### src/rtl/fetch_slot_sequencer.sv
// Fetch slot sequencer: buffers one realigned fetch block and hands its slots
// downstream one per cycle, dropping slots that follow a predicted-taken branch.
module fetch_slot_sequencer #(
  parameter int INSTR_PER_FETCH = 4
) (
  input  logic                              clk_i,
  input  logic                              rst_ni,
  input  logic                              flush_i,
  input  logic                              blk_valid_i,
  output logic                              blk_ready_o,
  input  logic [INSTR_PER_FETCH-1:0]        slot_valid_i,
  input  logic [INSTR_PER_FETCH-1:0][31:0]  slot_instr_i,
  input  logic [INSTR_PER_FETCH-1:0][63:0]  slot_addr_i,
  input  logic [INSTR_PER_FETCH-1:0]        slot_taken_i,
  output logic                              instr_valid_o,
  input  logic                              instr_ready_i,
  output logic [31:0]                       instr_o,
  output logic [63:0]                       addr_o,
  output logic                              taken_o,
  output logic                              busy_o
);

  localparam int N  = INSTR_PER_FETCH;
  localparam int SW = $clog2(N);

  localparam logic [0:0] EMPTY = 1'b0;
  localparam logic [0:0] DRAIN = 1'b1;

  // Handshakes: a block transfers when blk_valid_i && blk_ready_o && !flush_i;
  // an instruction transfers when instr_valid_o && instr_ready_i.

  logic [N-1:0]        mask_q, mask_d;
  logic [N-1:0][31:0]  instr_q, instr_d;
  logic [N-1:0][63:0]  addr_q, addr_d;
  logic [N-1:0]        taken_q, taken_d;

  logic [0:0]   state;
  logic         last_slot;
  logic         accept;
  logic         consume;
  logic [N-1:0] acc_mask;
  logic         cut_found;
  logic [SW-1:0] sel;

  assign state     = (mask_q != '0) ? DRAIN : EMPTY;
  assign last_slot = (mask_q != '0) && ((mask_q & (mask_q - N'(1))) == '0);

  assign blk_ready_o   = !flush_i && ((state == EMPTY) || (instr_ready_i && last_slot));
  assign accept        = blk_valid_i && blk_ready_o && !flush_i;
  assign instr_valid_o = (state == DRAIN);
  assign consume       = instr_valid_o && instr_ready_i;
  assign busy_o        = (mask_q != '0);

  // Keep valid slots up to and including the first predicted-taken one.
  always_comb begin
    acc_mask  = slot_valid_i;
    cut_found = 1'b0;
    for (int i = 0; i < N; i++) begin
      if (cut_found) acc_mask[i] = 1'b0;
      if (slot_valid_i[i] && slot_taken_i[i]) cut_found = 1'b1;
    end
  end

  always_comb begin
    sel = '0;
    for (int i = N - 1; i >= 0; i--) begin
      if (mask_q[i]) sel = SW'(i);
    end
  end

  assign instr_o = instr_q[sel];
  assign addr_o  = addr_q[sel];
  assign taken_o = taken_q[sel];

  always_comb begin
    mask_d  = mask_q;
    instr_d = instr_q;
    addr_d  = addr_q;
    taken_d = taken_q;
    if (flush_i) begin
      mask_d = '0;
    end else if (accept) begin
      mask_d  = acc_mask;
      instr_d = slot_instr_i;
      addr_d  = slot_addr_i;
      taken_d = slot_taken_i;
    end else if (consume) begin
      mask_d = mask_q & (mask_q - N'(1));
    end
  end

  always_ff @(posedge clk_i or negedge rst_ni) begin
    if (!rst_ni) begin
      mask_q  <= '0;
      instr_q <= '0;
      addr_q  <= '0;
      taken_q <= '0;
    end else begin
      mask_q  <= mask_d;
      instr_q <= instr_d;
      addr_q  <= addr_d;
      taken_q <= taken_d;
    end
  end

endmodule

### config.mk
export PLATFORM = sky130hd
export DESIGN_NAME = fetch_slot_sequencer
export DESIGN_NICKNAME = d
export VERILOG_FILES = /design/src/rtl/fetch_slot_sequencer.sv
export SDC_FILE = /design/constraint.sdc
export NUM_CORES = 1
export LEC_CHECK = 0
export ABC_AREA = 1
export BUFFER_PORTS_ARGS = -buffer_cell sky130_fd_sc_hd__clkbuf_2
export CAP_MARGIN = 20
export CORE_MARGIN = 3
export CORE_UTILIZATION = 45
export CTS_CLUSTER_DIAMETER = 150
export CTS_CLUSTER_SIZE = 14
export DETAILED_ROUTE_END_ITERATION = 10
export PLACE_DENSITY_LB_ADDON = 0.05
export SLEW_MARGIN = 20
export SYNTH_ARGS = -nofsm -noshare
export SYNTH_HDL_FRONTEND = slang
export SYNTH_SLANG_ARGS = --single-unit
### constraint.sdc
create_clock -name clk_i -period 1.7 [get_ports clk_i]
set_input_delay 0.425 -clock clk_i [delete_from_list [all_inputs] [get_ports clk_i]]
set_output_delay 0.425 -clock clk_i [all_outputs]
set_load 0.01 [all_outputs]
* After elaboration in Yosys (flattened, before gate mapping) *
Index checks and enable logic that the tools add are counted.

word-level totals
  input bits = 397
  register bits = 392

cells by class
  $add $sub $neg = 1
  reductions and logical operators = 15
  $lt $le $gt $ge = 1
  muxes and demuxes = 20
  bitwise logic cells = 3

operators by type and width
  operator                                             number
  binary-select mux 64 bit (select 2 bit)              1
  binary-select mux 32 bit (select 2 bit)              1
  2-to-1 mux 64 bit                                    1
  2-to-1 mux 32 bit                                    1
  2-to-1 mux 4 bit                                     3
  logical AND 1 bit                                    9
  2-to-1 mux 1 bit                                     8
  2-to-1 mux 2 bit                                     4
  bitwise AND 4 bit                                    1
  logical NOT 4 bit                                    1
  nonzero test 4 bit                                   1
  subtractor 4 x 1 -> 4 bit (second input constant)    1
  < comparator 2 x 3 -> 1 bit (second input constant)  1
  nonzero test 3 bit                                   1
  binary-select mux 1 bit (select 2 bit)               1
  NOT 1 bit                                            2
  AND reduction 2 bit                                  1
  logical NOT 1 bit                                    1
  logical OR 1 bit                                     1

* Depth between registers and ports, before layout *
  word-level depth = 11
  mapped depth = 12

* Worst setup path after synthesis *
No wires, ideal clock.

  path kind = register to output
  from = register mask_q[0]
  to = output addr_o[60]
  path buffers = 2
  setup slack = -134 ps
  cell stages (with the launch flop) = 8
  required time = 1275 ps
  arrival = 1409 ps
  path through = dfrtp_1 -> inv_1 -> nand2_1 -> nor2_1 -> buf_2 -> buf_2 -> o21ai_0 -> o22ai_1

on the way
  longest elaborated chain between the ends = 3

ends and longest elaborated chain
  item                                     RTL line  text
  from (decl)                              32        logic [N-1:0] mask_q, mask_d;
  from (signal assigned)                   99        mask_q <= mask_d;
  2-to-1 mux 2 bit                         67        if (mask_q[i]) sel = SW'(i);
  binary-select mux 64 bit (select 2 bit)  72        assign addr_o = addr_q[sel];
  2-to-1 mux 64 bit (not written as such)  72
  to (decl)                                18        output logic [63:0] addr_o,

Every way passes these cells. The select of a mux whose other input is x is not followed.

* Final worst setup path *
  from = register mask_q[2]
  to = output addr_o[2]

on the way
  longest elaborated chain between the ends = 5

ends and longest elaborated chain
  item                                     RTL line
  2-to-1 mux 2 bit (3 in series)           67
  binary-select mux 64 bit (select 2 bit)  72
  2-to-1 mux 64 bit (not written as such)  72

Every way passes these cells. The select of a mux whose other input is x is not followed.

==> reports/qor.yml <==
route:
  drt-initial-drc-count: 1187
  drc_errors: 0
  wl_met2_microns: 31590
  via_count: 17580
  drt-vias-per-instance: 5.200
  firstDrtPassIters: 5
  routed.top_layer: "met5"
  wl_per_cell_microns: 19.36
  drt_wl_total_microns: 65470
  antenna_left: 0
  wl_met3_microns: 5093
  m1WireLength_microns: 26530
synthesis:
  ys_ff_latch: 392
  synth_compound_area_share_pct: 19.95
  synth-simple-area-share_pct: 13.06
  synthArstFlopShare_pct: 100.0
  synth_cell_types: 21
  syn-cell-area_sq_um: 17910
  synth_fp_nets: 2640
  syn_inst: 2243
  synth-edff-count: 0
  ys_warn_count: 0
  synth-xor-area-share_pct: 0
  synth_top_family_by_area: "compound AO/OA/AOI/OAI gates"
  yosys_most_used_dff: "dfrtp_1"
  yosys.area_share.adder_pct: 0
  yosysSeqAreaShare_pct: 54.76
  avgSynthCellArea_sq_um: 7.987
  synth.area.mux_share_pct: 0
run:
  drv_cap: 0
power:
  power.density_nw_per_um2: 1002
  power.total_w: 0.02665
  p_leak_nw: 13.95
  vdd_drop_max_uv: 869.1
setup_path:
  slowest_delay_ns: 0.40
  crit_fanout: 8
  crit_slowest_cell: "dfrtp_1"
  cp_data_arrival_time_ns: 2.28
  crit_path_cell_trace: "inv_2, nand2_2, nand2_4, nand2_8, buf_16, clkinv_16, buf_12, clkbuf_16, nor2_2, o22ai_2, buf_2"
  cp.required_ns: 1.27
  r2r_setup_slack_ns: -0.52
  startpoint_type: "flip-flop"
  critPathCaptureType: "output pin"
  crit_type: "reg -> out"
layout:
  final_util_pct: 68.16
  finalInstanceArea_sq_um: 26590
  instances_no_fill: 3381
  fin_nets: 3252
  layout-drive-gt1-share_pct: 36.05
  area_growth_syn_to_layout_pct: 48.41
floorplanning:
  die-area_sq_um: 42240
  rows: 72
  die_y_microns: 205.5
  die-width_microns: 205.5
  core_sq_um: 39010
  ios: 497
  initial_core_util_pct: 45.93
global_routing:
  grt_max_degree: 72
  grt_pass1_vias: 16340
  antenna_found_initial: 17
  grt.total_usage_pct: 26.71
  grt_pass1_wl_microns: 88180
  overflow: 0
sta:
  worst_clock_skew_ns: 0.03467
  rsz0062_at_grt: "true"
  hold_viol: 0
  fmax_mhz: 370.0
  finalCritPeriodShare_pct: 159.0
  tightest_slew_ns: 0.3932
  slew_violations: 0
  tns_ns: -256.30
  fin_ws_ns: -1.002
  slew_headroom_pct: 73.79
  timing.final.crit_period_ns: 2.702
  setup_violations: 492
cts:
  cts_made_buffers: 31
  clk_pin_slew_ns: 0.07
  cts_root_buf: "clkbuf_16"
  cts_tree: "done"
  h-tree-depth: 1
  clk_latency_ns: 0.61
  cts_sinks: 392
  cts.path.max_buffers: 3
outcome:
  violations: "setup timing"
  outcome: "finished, violations left"
worst_hold_path:
  hold_class: "in -> reg"
place:
  placed_cell_area_sq_um: 22070
  port-buffer-count: 496
  place_hpwl_microns: 41240
  gp_congestion: 0.8655
  placedCellCount: 3225
[Yosys cell counts, types with 3 or more instances]
| cell type | count | area [sq um] |
|---|---|---|
| nand4_1 | 3 | 18.77 |
| o21ai_0 | 351 | 1757 |
| nand2_1 | 412 | 1546 |
| o22ai_1 | 97 | 606.8 |
| nor2_1 | 199 | 747.0 |
| inv_1 | 395 | 1483 |
| o21ai_1 | 137 | 685.7 |
| clkbuf_1 | 68 | 255.2 |
| a21oi_1 | 100 | 500.5 |
| buf_1 | 3 | 11.26 |
| dfrtp_1 | 392 | 9809 |
| buf_4 | 7 | 52.55 |
| buf_2 | 68 | 340.3 |
| buf_6 | 4 | 45.04 |
[routing by layer]
layer | global-route usage, % | up-vias
li1 | - | 8341
met1 | 35.95 | 8399
met2 | 44.11 | 684
met3 | 5.347 | 133
met4 | 7.591 | 24
met5 | 0 | -
[cell families after synthesis]
group                  after synthesis
AOI/OAI and AO/OA                  687
and+or+nand+nor                    618
buffers and inverters              546
DFF                                392
[critical path, delay by kind of cell (launching register included)]
| family | cells | cell delay [ns] |
|---|---|---|
| flops | 1 | 0.40 |
| buf+inv | 6 | 0.83 |
| simple gates | 4 | 0.28 |
| compound gates | 1 | 0.17 |
[metrics by stage]
step	worst slack (ns)	hold WS, ns
global placement	-0.4385	0.2920
global route	-1.076	0.02845
floorplan	-0.03338	0.1294
finish	-1.002	0.02669
detailed placement	-0.4712	0.2893
CTS	-0.9744	0.01442
[repair_timing]
action | 4_1_cts | 5_1_grt
hold buffers | 1 | 0
buffers inserted | 29 | 18
endpoints found under the setup margin | 486 | 492
endpoints found under the hold margin | 11 | 0
pin swaps | 45 | 60
cloned | 15 | 56
resized for setup | 148 | 521
[flip-flops by register name (all words and copies together), names as in the netlist]
register / count
addr_q: 256
instr_q: 128
mask_q: 4
taken_q: 4
[cells in the final DEF, fill, tap and decap left out]
cell type and instances:
a21oi_1 85, a21oi_2 15, a21oi_4 2, and2_4 1, buf_12 50, buf_16 23, buf_2 83, buf_4 64
buf_6 49, buf_8 13, bufbuf_16 4, clkbuf_16 75, clkbuf_2 398, clkinv_16 1, dfrtp_1 392, diode_2 9
dlygate4sd3_1 1, inv_1 392, inv_2 3, inv_6 1, nand2_1 390, nand2_2 17, nand2_4 5, nand2_8 1
nand3_1 1, nand3_4 1, nand4_1 3, nor2_1 94, nor2_2 56, nor2_4 49, o21ai_0 199, o21ai_1 245
o21ai_2 38, o21ai_4 6, o22ai_1 23, o22ai_2 69, o22ai_4 5
[path summary, 6_finish.rpt]
path                                   from            to  depth (start not counted)
setup / recovery                  mask_q[2]     addr_o[2]                         11
max in group asynchronous            rst_ni  instr_q[111]                          4
hold reg to reg                 addr_q[126]   addr_q[126]                          2
hold / removal             slot_instr_i[88]   instr_q[88]                          3
min in group asynchronous            rst_ni   addr_q[145]                          2
setup reg to reg                  mask_q[1]   addr_q[122]                         12
[where the power goes]
group          leakage (nW)  switching (W)  total [W]  internal [W]
combinational          8.85        0.00429    0.00810       0.00382
clock                 0.387        0.00332    0.00652       0.00320
sequential             4.72        0.00101     0.0120        0.0110
total                  14.0        0.00862     0.0266        0.0180
[layout make-up]
| type | instances | area, sq um |
|---|---|---|
| antenna | 9 | 22.52 |
| timing repair buffer | 729 | 6510 |
| tap | 518 | 648.1 |
| clock buffer | 31 | 775.7 |
| multi-input combinational | 1305 | 7301 |
| inverter | 396 | 1513 |
| sequential | 392 | 9809 |
| fill | 3175 | 12420 |
| clock inverter | 1 | 8.758 |
No activity file was read; power rests on OpenSTA's default activity.
